**config.mk**
```make
export PLATFORM = sky130hd
export DESIGN_NAME = ysyx_22050019_wbu
export DESIGN_NICKNAME = d
export VERILOG_FILES = /design/src/rtl/ysyx_22050019_pkg.sv /design/src/rtl/ysyx_22050019_load_ext.sv /design/src/rtl/ysyx_22050019_wbu.sv
export SDC_FILE = /design/constraint.sdc
export NUM_CORES = 1
export LEC_CHECK = 0
export BUFFER_PORTS_ARGS = -buffer_cell sky130_fd_sc_hd__buf_2
export CORE_ASPECT_RATIO = 1.75
export CORE_MARGIN = 2
export CORE_UTILIZATION = 28
export CTS_BUF_LIST = sky130_fd_sc_hd__clkbuf_4
export DETAILED_ROUTE_END_ITERATION = 8
export GPL_ROUTABILITY_DRIVEN = 0
export GPL_TIMING_DRIVEN = 1
export HOLD_SLACK_MARGIN = 0.02
export PLACE_DENSITY = 0.48
export SYNTH_ARGS = -nofsm -noshare
export SYNTH_HDL_FRONTEND = slang
export SYNTH_SLANG_ARGS = --single-unit
```
**constraint.sdc**
```tcl
create_clock -name clk -period 20.1 [get_ports clk]
set_clock_uncertainty 0.1 [all_clocks]
set_input_delay 1.005 -clock clk [delete_from_list [all_inputs] [get_ports clk]]
set_output_delay 1.005 -clock clk [all_outputs]
set_load 0.02 [all_outputs]
```
**src/rtl/ysyx_22050019_pkg.sv**
```systemverilog
// Shared definitions for the writeback path: default widths, load funct3 codes
// and writeback-unit state encoding.
package ysyx_22050019_pkg;

    localparam int unsigned DATA_WIDTH_DEF = 64;
    localparam int unsigned ADDR_WIDTH_DEF = 5;

    localparam logic [2:0] F3_LB  = 3'b000;
    localparam logic [2:0] F3_LH  = 3'b001;
    localparam logic [2:0] F3_LW  = 3'b010;
    localparam logic [2:0] F3_LD  = 3'b011;
    localparam logic [2:0] F3_LBU = 3'b100;
    localparam logic [2:0] F3_LHU = 3'b101;
    localparam logic [2:0] F3_LWU = 3'b110;

    typedef logic [0:0] wbu_state_t;
    localparam wbu_state_t ST_IDLE      = 1'b0;
    localparam wbu_state_t ST_WAIT_LOAD = 1'b1;

endpackage

```
**src/rtl/ysyx_22050019_load_ext.sv**
```systemverilog
// Aligns a raw 8-byte LSU doubleword by the load offset and sign/zero-extends
// it by funct3; funct3=111 is flagged illegal and passed through as a doubleword.
module ysyx_22050019_load_ext
    import ysyx_22050019_pkg::*;
(
    input  logic [63:0] i_rdata,
    input  logic [2:0]  i_addr_lo,
    input  logic [2:0]  i_funct3,
    output logic [63:0] o_data,
    output logic        o_illegal
);

    logic [63:0] w_shifted;

    // Bytes shifted in from above the doubleword read as zero.
    assign w_shifted = i_rdata >> {i_addr_lo, 3'b000};

    always_comb begin
        o_data    = w_shifted;
        o_illegal = 1'b0;
        case (i_funct3)
            F3_LB:   o_data = {{56{w_shifted[7]}},  w_shifted[7:0]};
            F3_LH:   o_data = {{48{w_shifted[15]}}, w_shifted[15:0]};
            F3_LW:   o_data = {{32{w_shifted[31]}}, w_shifted[31:0]};
            F3_LD:   o_data = w_shifted;
            F3_LBU:  o_data = {56'd0, w_shifted[7:0]};
            F3_LHU:  o_data = {48'd0, w_shifted[15:0]};
            F3_LWU:  o_data = {32'd0, w_shifted[31:0]};
            default: begin
                o_data    = w_shifted;
                o_illegal = 1'b1;
            end
        endcase
    end

endmodule

```
**src/rtl/ysyx_22050019_wbu.sv**
```systemverilog
// Writeback unit: retires EXU results (or LSU load data) into the register file
// and emits one commit pulse per instruction for difftest.
module ysyx_22050019_wbu
    import ysyx_22050019_pkg::*;
#(
    parameter int unsigned ADDR_WIDTH = ADDR_WIDTH_DEF,
    parameter int unsigned DATA_WIDTH = DATA_WIDTH_DEF
) (
    input  logic                  clk,
    input  logic                  rst,
    input  logic                  in_valid,
    output logic                  in_ready,
    input  logic [DATA_WIDTH-1:0] in_pc,
    input  logic [ADDR_WIDTH-1:0] in_rd,
    input  logic                  in_wen,
    input  logic [DATA_WIDTH-1:0] in_data,
    input  logic                  in_is_load,
    input  logic [2:0]            in_funct3,
    input  logic [2:0]            in_addr_lo,
    input  logic                  lsu_rvalid,
    input  logic [DATA_WIDTH-1:0] lsu_rdata,
    output logic                  rf_wen,
    output logic [ADDR_WIDTH-1:0] rf_waddr,
    output logic [DATA_WIDTH-1:0] rf_wdata,
    output logic                  commit_valid,
    output logic [DATA_WIDTH-1:0] commit_pc,
    output logic                  busy_valid,
    output logic [ADDR_WIDTH-1:0] busy_rd,
    output logic [63:0]           retire_cnt,
    output logic                  err
);

    wbu_state_t            r_state;
    logic [DATA_WIDTH-1:0] r_pc;
    logic [ADDR_WIDTH-1:0] r_rd;
    logic                  r_wen;
    logic [2:0]            r_funct3;
    logic [2:0]            r_addr_lo;

    wbu_state_t            w_state_nxt;
    logic [DATA_WIDTH-1:0] w_pc_nxt;
    logic [ADDR_WIDTH-1:0] w_rd_nxt;
    logic                  w_wen_nxt;
    logic [2:0]            w_funct3_nxt;
    logic [2:0]            w_addr_lo_nxt;
    logic                  w_rf_wen_nxt;
    logic [ADDR_WIDTH-1:0] w_rf_waddr_nxt;
    logic [DATA_WIDTH-1:0] w_rf_wdata_nxt;
    logic                  w_commit_valid_nxt;
    logic [DATA_WIDTH-1:0] w_commit_pc_nxt;
    logic                  w_busy_valid_nxt;
    logic [ADDR_WIDTH-1:0] w_busy_rd_nxt;
    logic [63:0]           w_retire_cnt_nxt;
    logic                  w_err_nxt;

    logic [63:0]           w_ext_data;
    logic                  w_ext_illegal;

    assign in_ready = (r_state == ST_IDLE);

    ysyx_22050019_load_ext u_load_ext (
        .i_rdata   (64'(lsu_rdata)),
        .i_addr_lo (r_addr_lo),
        .i_funct3  (r_funct3),
        .o_data    (w_ext_data),
        .o_illegal (w_ext_illegal)
    );

    // Next-state and next-output logic; pulses default low, data holds.
    always_comb begin
        w_state_nxt        = r_state;
        w_pc_nxt           = r_pc;
        w_rd_nxt           = r_rd;
        w_wen_nxt          = r_wen;
        w_funct3_nxt       = r_funct3;
        w_addr_lo_nxt      = r_addr_lo;
        w_rf_wen_nxt       = 1'b0;
        w_rf_waddr_nxt     = rf_waddr;
        w_rf_wdata_nxt     = rf_wdata;
        w_commit_valid_nxt = 1'b0;
        w_commit_pc_nxt    = commit_pc;
        w_busy_valid_nxt   = busy_valid;
        w_busy_rd_nxt      = busy_rd;
        w_retire_cnt_nxt   = retire_cnt;
        w_err_nxt          = err;

        case (r_state)
            ST_IDLE: begin
                // Read data with no load outstanding is a protocol error.
                if (lsu_rvalid) begin
                    w_err_nxt = 1'b1;
                end
                if (in_valid) begin
                    if (in_is_load) begin
                        w_pc_nxt         = in_pc;
                        w_rd_nxt         = in_rd;
                        w_wen_nxt        = in_wen;
                        w_funct3_nxt     = in_funct3;
                        w_addr_lo_nxt    = in_addr_lo;
                        w_busy_valid_nxt = 1'b1;
                        w_busy_rd_nxt    = (in_wen && (in_rd != '0)) ? in_rd : '0;
                        w_state_nxt      = ST_WAIT_LOAD;
                    end else begin
                        w_rf_wen_nxt       = in_wen && (in_rd != '0);
                        w_rf_waddr_nxt     = in_rd;
                        w_rf_wdata_nxt     = in_data;
                        w_commit_valid_nxt = 1'b1;
                        w_commit_pc_nxt    = in_pc;
                        w_retire_cnt_nxt   = retire_cnt + 64'd1;
                    end
                end
            end
            ST_WAIT_LOAD: begin
                if (lsu_rvalid) begin
                    w_rf_wen_nxt       = r_wen && (r_rd != '0);
                    w_rf_waddr_nxt     = r_rd;
                    w_rf_wdata_nxt     = DATA_WIDTH'(w_ext_data);
                    w_commit_valid_nxt = 1'b1;
                    w_commit_pc_nxt    = r_pc;
                    w_retire_cnt_nxt   = retire_cnt + 64'd1;
                    w_busy_valid_nxt   = 1'b0;
                    w_busy_rd_nxt      = '0;
                    w_err_nxt          = err | w_ext_illegal;
                    w_state_nxt        = ST_IDLE;
                end
            end
            default: begin
                w_state_nxt = ST_IDLE;
            end
        endcase
    end

    always_ff @(posedge clk or posedge rst) begin
        if (rst) begin
            r_state      <= ST_IDLE;
            r_pc         <= '0;
            r_rd         <= '0;
            r_wen        <= 1'b0;
            r_funct3     <= '0;
            r_addr_lo    <= '0;
            rf_wen       <= 1'b0;
            rf_waddr     <= '0;
            rf_wdata     <= '0;
            commit_valid <= 1'b0;
            commit_pc    <= '0;
            busy_valid   <= 1'b0;
            busy_rd      <= '0;
            retire_cnt   <= '0;
            err          <= 1'b0;
        end else begin
            r_state      <= w_state_nxt;
            r_pc         <= w_pc_nxt;
            r_rd         <= w_rd_nxt;
            r_wen        <= w_wen_nxt;
            r_funct3     <= w_funct3_nxt;
            r_addr_lo    <= w_addr_lo_nxt;
            rf_wen       <= w_rf_wen_nxt;
            rf_waddr     <= w_rf_waddr_nxt;
            rf_wdata     <= w_rf_wdata_nxt;
            commit_valid <= w_commit_valid_nxt;
            commit_pc    <= w_commit_pc_nxt;
            busy_valid   <= w_busy_valid_nxt;
            busy_rd      <= w_busy_rd_nxt;
            retire_cnt   <= w_retire_cnt_nxt;
            err          <= w_err_nxt;
        end
    end

endmodule
```
After elaboration in Yosys (flattened, before gate mapping)
Cells that the tools add are included.
{"block": "op_classes", "n_reduce_logical": 10, "mux": 42, "shifts": 1, "add_sub_neg": 1, "eq_ne": 11, "n_bitwise": 2}
{"cell": "2-to-1 mux 64 bit", "n": 9}
{"cell": "case mux 64 bit (2 select lines)", "n": 3}
{"cell": "case mux 64 bit (6 select lines)", "n": 1}
{"cell": "adder 64 x 1 -> 64 bit (second input constant)", "n": 1}
{"cell": ">> shifter 64 x 6 -> 64 bit", "n": 1}
{"cell": "2-to-1 mux 5 bit", "n": 7}
{"cell": "case mux 5 bit (2 select lines)", "n": 2}
{"cell": "2-to-1 mux 1 bit", "n": 15}
{"cell": "case mux 1 bit (2 select lines)", "n": 5}
{"cell": "nonzero test 5 bit", "n": 2}
{"cell": "equality test 3 bit (second input constant)", "n": 3}
{"cell": "AND reduction 3 bit", "n": 3}
{"cell": "OR reduction 7 bit", "n": 1}
{"cell": "equality test 3 x 2 -> 1 bit (second input constant)", "n": 2}
{"cell": "inequality test 2 bit (second input constant)", "n": 3}
{"cell": "inequality test 2 x 1 -> 1 bit (second input constant)", "n": 2}
{"cell": "equality test 3 x 1 -> 1 bit (second input constant)", "n": 1}
{"cell": "zero test 3 bit", "n": 1}
{"cell": "logical AND 1 bit", "n": 2}
{"cell": "AND reduction 2 bit", "n": 1}
{"cell": "inverter 1 bit", "n": 1}
{"cell": "OR 1 bit", "n": 1}
{"block": "totals", "reg_bits": 283}

Longest topological paths before layout
Gate-level depths: netlist of the first run.
{"block": "logic_depth", "word_depth": 6, "ltp_mapped": 9}

By module
A second synthesis of the first run with hierarchy kept.
{"block": "hier_totals", "cells_unflattened": 1321, "hier_area_um2": 14605.3}
{"mod": "ysyx_22050019_wbu", "cells_each": 1065, "instances": 1, "area_each_um2": 12295.5, "seq_area_each_um2": 7081.8}
{"mod": "ysyx_22050019_load_ext", "cells_each": 256, "instances": 1, "area_each_um2": 2309.7, "seq_area_each_um2": 0.0}

Worst setup path before layout of the first run
OpenSTA, ideal clock, no wires.
{"block": "synth_path", "kind": "input-to-reg", "startpoint": "in lsu_rvalid", "endpoint": "reg commit_pc[10]", "required_ps": 19917, "slack_ps": 17356, "t_arrival_ps": 2561, "n_path_buf": 4, "setup_ps": 83, "stages": 8, "cell_sequence": "and2_1 -> clkbuf_2 -> nor2_1 -> clkbuf_1 -> clkbuf_1 -> clkbuf_1 -> nand2_1 -> o21ai_0"}
{"block": "synth_between", "elab_chain_len": 2}
{"element": "start: declaration", "line_no": "ysyx_22050019_wbu.sv:20", "text": "input logic lsu_rvalid,"}
{"element": "inequality test 2 bit (no line)"}
{"element": "AND reduction 3 bit (no line)"}
{"element": "end signal: assignment", "line_no": "ysyx_22050019_wbu.sv:161", "text": "commit_pc <= w_commit_pc_nxt;"}
{"element": "end: declaration", "line_no": "ysyx_22050019_wbu.sv:26", "text": "output logic [DATA_WIDTH-1:0] commit_pc,"}
Every way passes these cells.
A chain may end at the register's enable or synchronous reset.

Final worst setup path of the first run
{"block": "layout_path", "startpoint": "reg r_state", "endpoint": "reg rf_wdata[53]"}
{"block": "layout_between", "elab_chain_len": 3, "word_cells_on_any_way": 6}
{"element": "start: declaration", "line_no": "ysyx_22050019_wbu.sv:33", "text": "wbu_state_t r_state;"}
{"element": "start signal: assignment", "line_no": "ysyx_22050019_wbu.sv:151", "text": "r_state <= w_state_nxt;"}
{"element": "inverter 1 bit (no line)"}
{"element": "inequality test 2 bit (no line)"}
{"element": "AND reduction 3 bit (no line)"}
{"element": "end signal: assignment", "line_no": "ysyx_22050019_wbu.sv:159", "text": "rf_wdata <= w_rf_wdata_nxt;"}
{"element": "end: declaration", "line_no": "ysyx_22050019_wbu.sv:24", "text": "output logic [DATA_WIDTH-1:0] rf_wdata,"}
Several ways; a longest one is shown, not always the timed one.

==> impl_metrics.yaml, run 1 <==
status:
  status: "finished, final reports clean"
worst_setup_path:
  rr_worst_depth: 8
  cp_data_required_time_ns: 20.61
  critPathMaxFanout: 89
  worstSetupStartpointType: "flip-flop"
  end_kind: "flip-flop"
  r2r_start: "r_state"
  timing.setup.critical_path_class: "flip-flop to flip-flop"
  cp_slowest_stage_delay_ns: 0.89
  worstPathArrival_ns: 5.00
  cpLargestDelayFamily: "buffers and inverters"
  crit_slowest_cell: "nor2_4"
  reg2reg_to: "rf_wdata[53]"
  path_common_cell: "buf_4"
  crit_chain: "buf_4, and2_1, nor2_4, buf_4, buf_4, nor2_1, a21oi_1, a31oi_1"
  worst-path-buf-inv: 3
  r2r_setup_slack_ns: 15.61
sta:
  max_slew_margin_pct: 25.3
  finalHoldViolCount: 0
  tightest_slew_ns: 1.12
  min_period_ns: 4.49
  slew_viol_final: 0
  setup_viol: 0
  setup_ws_ns: 15.61
  setup-tns-final_ns: 0
  rsz0062_at_grt: "false"
  hold_slack_ns: 0.193
  fmax_mhz: 223
  timing.final.crit_share_pct: 22.3
power:
  power.switching_mw: 0.699
  p_leak_nw: 8.32
  p_seq_share_pct: 40.9
  internal-power_mw: 1.16
  power_density_nw_per_um2: 105
  vdd.ir_drop.worst_uv: 42.1
  power_mw: 1.86
  clkPwrFrac_pct: 27.8
  combPwrFrac_pct: 31.3
  switching_share_pct: 37.6
synthesis:
  synth_edf_count: 0
  synth-main-ff-cell: "dfrtp_1"
  ys_seq_area_share_pct: 50.2
  async_flop_share_pct: 100
  synth_area_leaders: "dfrtp_1 50%, mux2_2 8.1%, mux2i_1 6.8%"
  synth_top_area_cell: "dfrtp_1"
  yosysMostFrequentCell: "dfrtp_1"
  syn-cell-area_um2: 14100
  ys.warnings.count: 0
  synth_top_area_share_pct: 50.2
  synth.distinct_cells: 53
  ys_top_cells_by_count: "283 x dfrtp_1, 156 x nand2_1, 116 x o21ai_0"
  syn-num-nets: 1523
  syn-instance-count: 1313
  synth-seq-cells: 283
  syn_area_per_cell_um2: 10.7
detailed_routing:
  drt_iter0_markers: 468
  num_vias: 12000
  ant_nets: 0
  wl_mm: 49.3
  wire_per_inst_um: 20.1
  drc: 0
  avgViaCountPerCell: 4.88
  dr.pass1.iters: 5
floorplanning:
  rows: 108
  die_x_um: 174
  pin_count: 416
  initial_core_util_pct: 28.4
  die_y_um: 301
  dieArea_um2: 52300
  coreArea_um2: 49700
cts:
  cts_tree: "yes"
  postCtsResizedCells: 0
  holdBufCountCts: 0
  root_buffer: "clkbuf_4"
  cts_htree_levels: 3
  cts_buffers: 76
  clk_pin_slew_ns: 0.07
  insertion_delay_ns: 0.75
  cts.sinks: 283
  cts_buffer_depth: 3
  post_cts_buffers: 0
run:
  drv_cap: 0
global_routing:
  grt_max_degree: 90
  antenna_found_initial: 7
  track_usage_pct: 18.8
  grt_pass1_wl_mm: 75.4
  grt_pass1_vias: 12500
  grt-ovfl-total: 0
place:
  hpwl_mm: 36.3
  io_buffers: 415
  place_ws_ns: 15.50
  place_area_um2: 16800
  dp.cells: 2313
finish:
  layout-drive-gt1-share_pct: 39.2
  nets: 1941
  postLayoutCellArea_um2: 17700
  instances_no_fill: 2451
  nFillCells: 5283
  post-route-util_pct: 35.6
  synthToLayoutAreaGrowth_pct: 25.6
worst_hold_path:
  hold_class: "input pin to async pin"
## cell type report
type,count,area (um2),area share [%]
antenna,6,15.0,0.0847
inverter,7,33.8,0.191
tap,660,826,4.66
timing repair buffer,431,2200,12.4
sequential,283,7090,40.0
clock inverter,27,154,0.868
clock buffer,105,788,4.45
multi-input combinational,932,6620,37.3
## worst max path at each step
stage                     startpoint      endpoint  slack [ns]  cells after the start
after floorplan                  rst    busy_rd[0]       11.19                      1
after global placement    lsu_rvalid  rf_wdata[46]       15.60                      8
after detailed placement  lsu_rvalid  rf_wdata[53]       15.50                      8
after CTS                    r_state  rf_wdata[38]       15.49                      8
after global routing         r_state  rf_wdata[53]       15.11                      8
final                        r_state  rf_wdata[53]       15.61                      8
## power groups by stage
| stage | Combinational, mW | Sequential, mW | Clock (mW) |
|---|---|---|---|
| global placement | 0.583 | 0.772 | 0 |
| global route | 0.630 | 0.777 | 0.571 |
| detailed placement | 0.590 | 0.773 | 0 |
| CTS | 0.591 | 0.763 | 0.544 |
| floorplan | 0.276 | 0.854 | 0 |
| finish | 0.582 | 0.762 | 0.517 |
## per-layer routing
metal / GRT usage [%] / share of wire, %
met1: 20.0 / 36
met2: 33.3 / 52
met3: 5.38 / 7.4
met4: 10.7 / 5.3
met5: 0 / 0.051
## cell usage in the layout (no fill, tap or decap), types with 4 or more instances in the layout
cell       count
nand3_2        6
buf_4         16
xor2_1        11
nand4_1       21
mux2_2       102
mux2i_1       96
nand2b_1       4
clkbuf_4     105
a21oi_1       57
nor2_1        92
o2bb2ai_1      8
dfrtp_1      280
and3_1        10
xnor2_1       52
buf_2        415
and4_1        10
and2_1         9
o21ai_0      116
a31oi_1       33
nand3_1       37
or3_1         12
a222oi_1       5
diode_2        6
nand2_1      156
nor2b_1        5
mux4_2        29
inv_1          5
nor3_1        24
clkinv_1      18
## registers in the layout, indices dropped and copies added, names as in the netlist, 5 cells and up
register	count
busy_rd	5
r_pc	64
r_rd	5
rf_waddr	5
commit_pc	64
rf_wdata	64
retire_cnt	64
## cell families after synthesis
group,count (synthesis),share of synthesized area [%]
simple gates,406,13.8
flops,283,50.2
compound gates,235,9.33
mux,227,19.6
buf+inv,98,3.06
xor+xnor,63,3.91
fa+ha+maj,1,0.0887
No activity file was read; power rests on OpenSTA's default activity.
==> run 2: changes to the inputs <==
clock period = 4.2 ns   (was 20.1 ns; I/O delays follow)
==> impl_metrics.yaml, run 2 (synthesized netlist as in run 1, its figures left out) <==
detailed_routing:
  wire_per_inst_um: 19.5
  met2_length_mm: 26.2
  dr.pass1.iters: 5
  wl_met1_mm: 19.0
  wl_met3_mm: 3.26
  wl_mm: 51.9
  drt_iter0_markers: 552
  num_vias: 12900
  drc: 0
  routed.top_layer: "met5"
  ant_nets: 0
  avgViaCountPerCell: 4.85
power:
  internal-power_mw: 5.85
  power.switching_mw: 3.43
  switching_share_pct: 37.0
  p_seq_share_pct: 39.8
  p_leak_nw: 9.25
  power_density_nw_per_um2: 467
  vdd.ir_drop.worst_uv: 215
  clkPwrFrac_pct: 27.0
  combPwrFrac_pct: 33.2
worst_setup_path:
  critPathMaxFanout: 41
  cp_data_required_time_ns: 4.73
  worstPathArrival_ns: 4.02
  worstSetupStartpointType: "flip-flop"
  end_kind: "flip-flop"
  path_common_cell: "buf_4"
  r2r_start: "r_addr_lo[0]"
  timing.setup.critical_path_class: "flip-flop to flip-flop"
  r2r_setup_slack_ns: 0.71
  crit_slowest_cell: "dfrtp_4"
  reg2reg_to: "rf_wdata[55]"
  crit_chain: "nor2b_1, a22o_1, nor4_2, buf_4, nor2_2, buf_4, a31oi_1, dlygate4sd3_1"
  cpLargestDelayFamily: "buffers and inverters"
  rr_worst_depth: 8
  worst-path-buf-inv: 3
  cp_slowest_stage_delay_ns: 0.78
finish:
  layout-drive-gt1-share_pct: 35.3
  synthToLayoutAreaGrowth_pct: 40.8
  layout_commonest_cell: "buf_2"
  instances_no_fill: 2659
  postLayoutCellArea_um2: 19900
  final_cell_mix: "415 x buf_2, 280 x dfrtp_1, 209 x dlygate4sd3_1"
  nets: 2153
status:
  status: "finished, final reports clean"
cts:
  cts_buffers: 77
  cts.sinks: 283
  cts_buffer_depth: 3
  cts_htree_levels: 3
  insertion_delay_ns: 0.76
  root_buffer: "clkbuf_4"
  clk_pin_slew_ns: 0.07
  cts_tree: "yes"
  post_cts_buffers: 0
place:
  io_buffers: 415
  place_ws_ns: 1.33
  hpwl_mm: 37.0
  place_area_um2: 16800
  dp.cells: 2315
worst_hold_path:
  hold_end: "rf_wdata[24]"
  hold_class: "input pin to flip-flop"
  hold_start: "lsu_rdata[24]"
  min_path_cells: 5
global_routing:
  antenna_found_initial: 5
  grt_pass1_vias: 13600
  track_usage_pct: 19.6
  grt_max_degree: 225
  grt_pass1_wl_mm: 78.5
  grt-ovfl-total: 0
sta:
  timing.final.crit_share_pct: 83.2
  slew_viol_final: 0
  setup-tns-final_ns: 0
  finalHoldViolCount: 0
  tightest_slew_ns: 1.16
  max_slew_margin_pct: 22.8
  min_period_ns: 3.49
  rsz0062_at_grt: "false"
  setup_viol: 0
  hold_slack_ns: 0.101
  fmax_mhz: 286
  setup_ws_ns: 0.707
floorplanning:
  initial_core_util_pct: 28.4
  pin_count: 416
  coreArea_um2: 49700
  die_x_um: 174
  dieArea_um2: 52300
  rows: 108
  die_y_um: 301
run:
  drv_cap: 0
-- run 2: changes by cell type in the layout (fill, tap and decap cells not counted), sizes merged --
cell	change
buf	+2
clkbuf	+4
clkinv	-4
clkinvlp	+1
diode	-2
dlygate4sd3	+209
inv	-2
-- run 2: what timing repair did --
item,4_1_cts,5_1_grt
hold endpoints to repair,501,0
hold buffers,209,0
gates resized for setup,0,0
setup endpoints to repair,0,0
-- run 2: how the worst max path moves through the flow --
stage                       startpoint             end  depth (start not counted)
after floorplan                    rst      busy_rd[0]                          1
after global placement         r_state  retire_cnt[60]                          5
after detailed placement  r_addr_lo[0]    rf_wdata[42]                          7
after CTS                 r_addr_lo[0]    rf_wdata[43]                          8
after global routing      r_addr_lo[0]    rf_wdata[55]                          8
final                     r_addr_lo[0]    rf_wdata[55]                          8
-- run 2: per-layer routing --
| layer | GRT usage (%) | up-vias |
|---|---|---|
| met5 | 0 | - |
| met4 | 13.8 | 2 |
| met3 | 4.81 | 137 |
| met2 | 34.3 | 511 |
| met1 | 20.5 | 6253 |
| li1 | - | 5992 |
-- run 2: area by class of cell --
class,count,area [um2]
inverters,7,30.0
well taps,660,826
clock buffers,109,818
repair buffers,642,4340
multi-input cells,932,6620
clock inverters,22,134
flip-flops and latches,283,7090
diodes,4,10.0
fillers,5143,29900
-- run 2: stage by stage --
step	total power [mW]	utilization (%)
global route	9.87	40.0
global placement	6.50	33.8
floorplan	5.41	-
finish	9.28	40.0
CTS	9.44	39.9
detailed placement	6.54	33.8
-- run 2: worst min-delay path, cell delays in order --
cell      delay [ns]
buf_2           0.12
mux4_2          0.23
a32o_1          0.13
a211oi_1        0.07
o21ai_0         0.15
-- run 2: power groups by stage --
stage / registers, mW / logic, mW / clock network, mW
global route: 3.76 / 3.32 / 2.79
finish: 3.69 / 3.08 / 2.51
global placement: 3.73 / 2.77 / 0
floorplan: 4.09 / 1.32 / 0
CTS: 3.69 / 3.10 / 2.65
detailed placement: 3.74 / 2.80 / 0
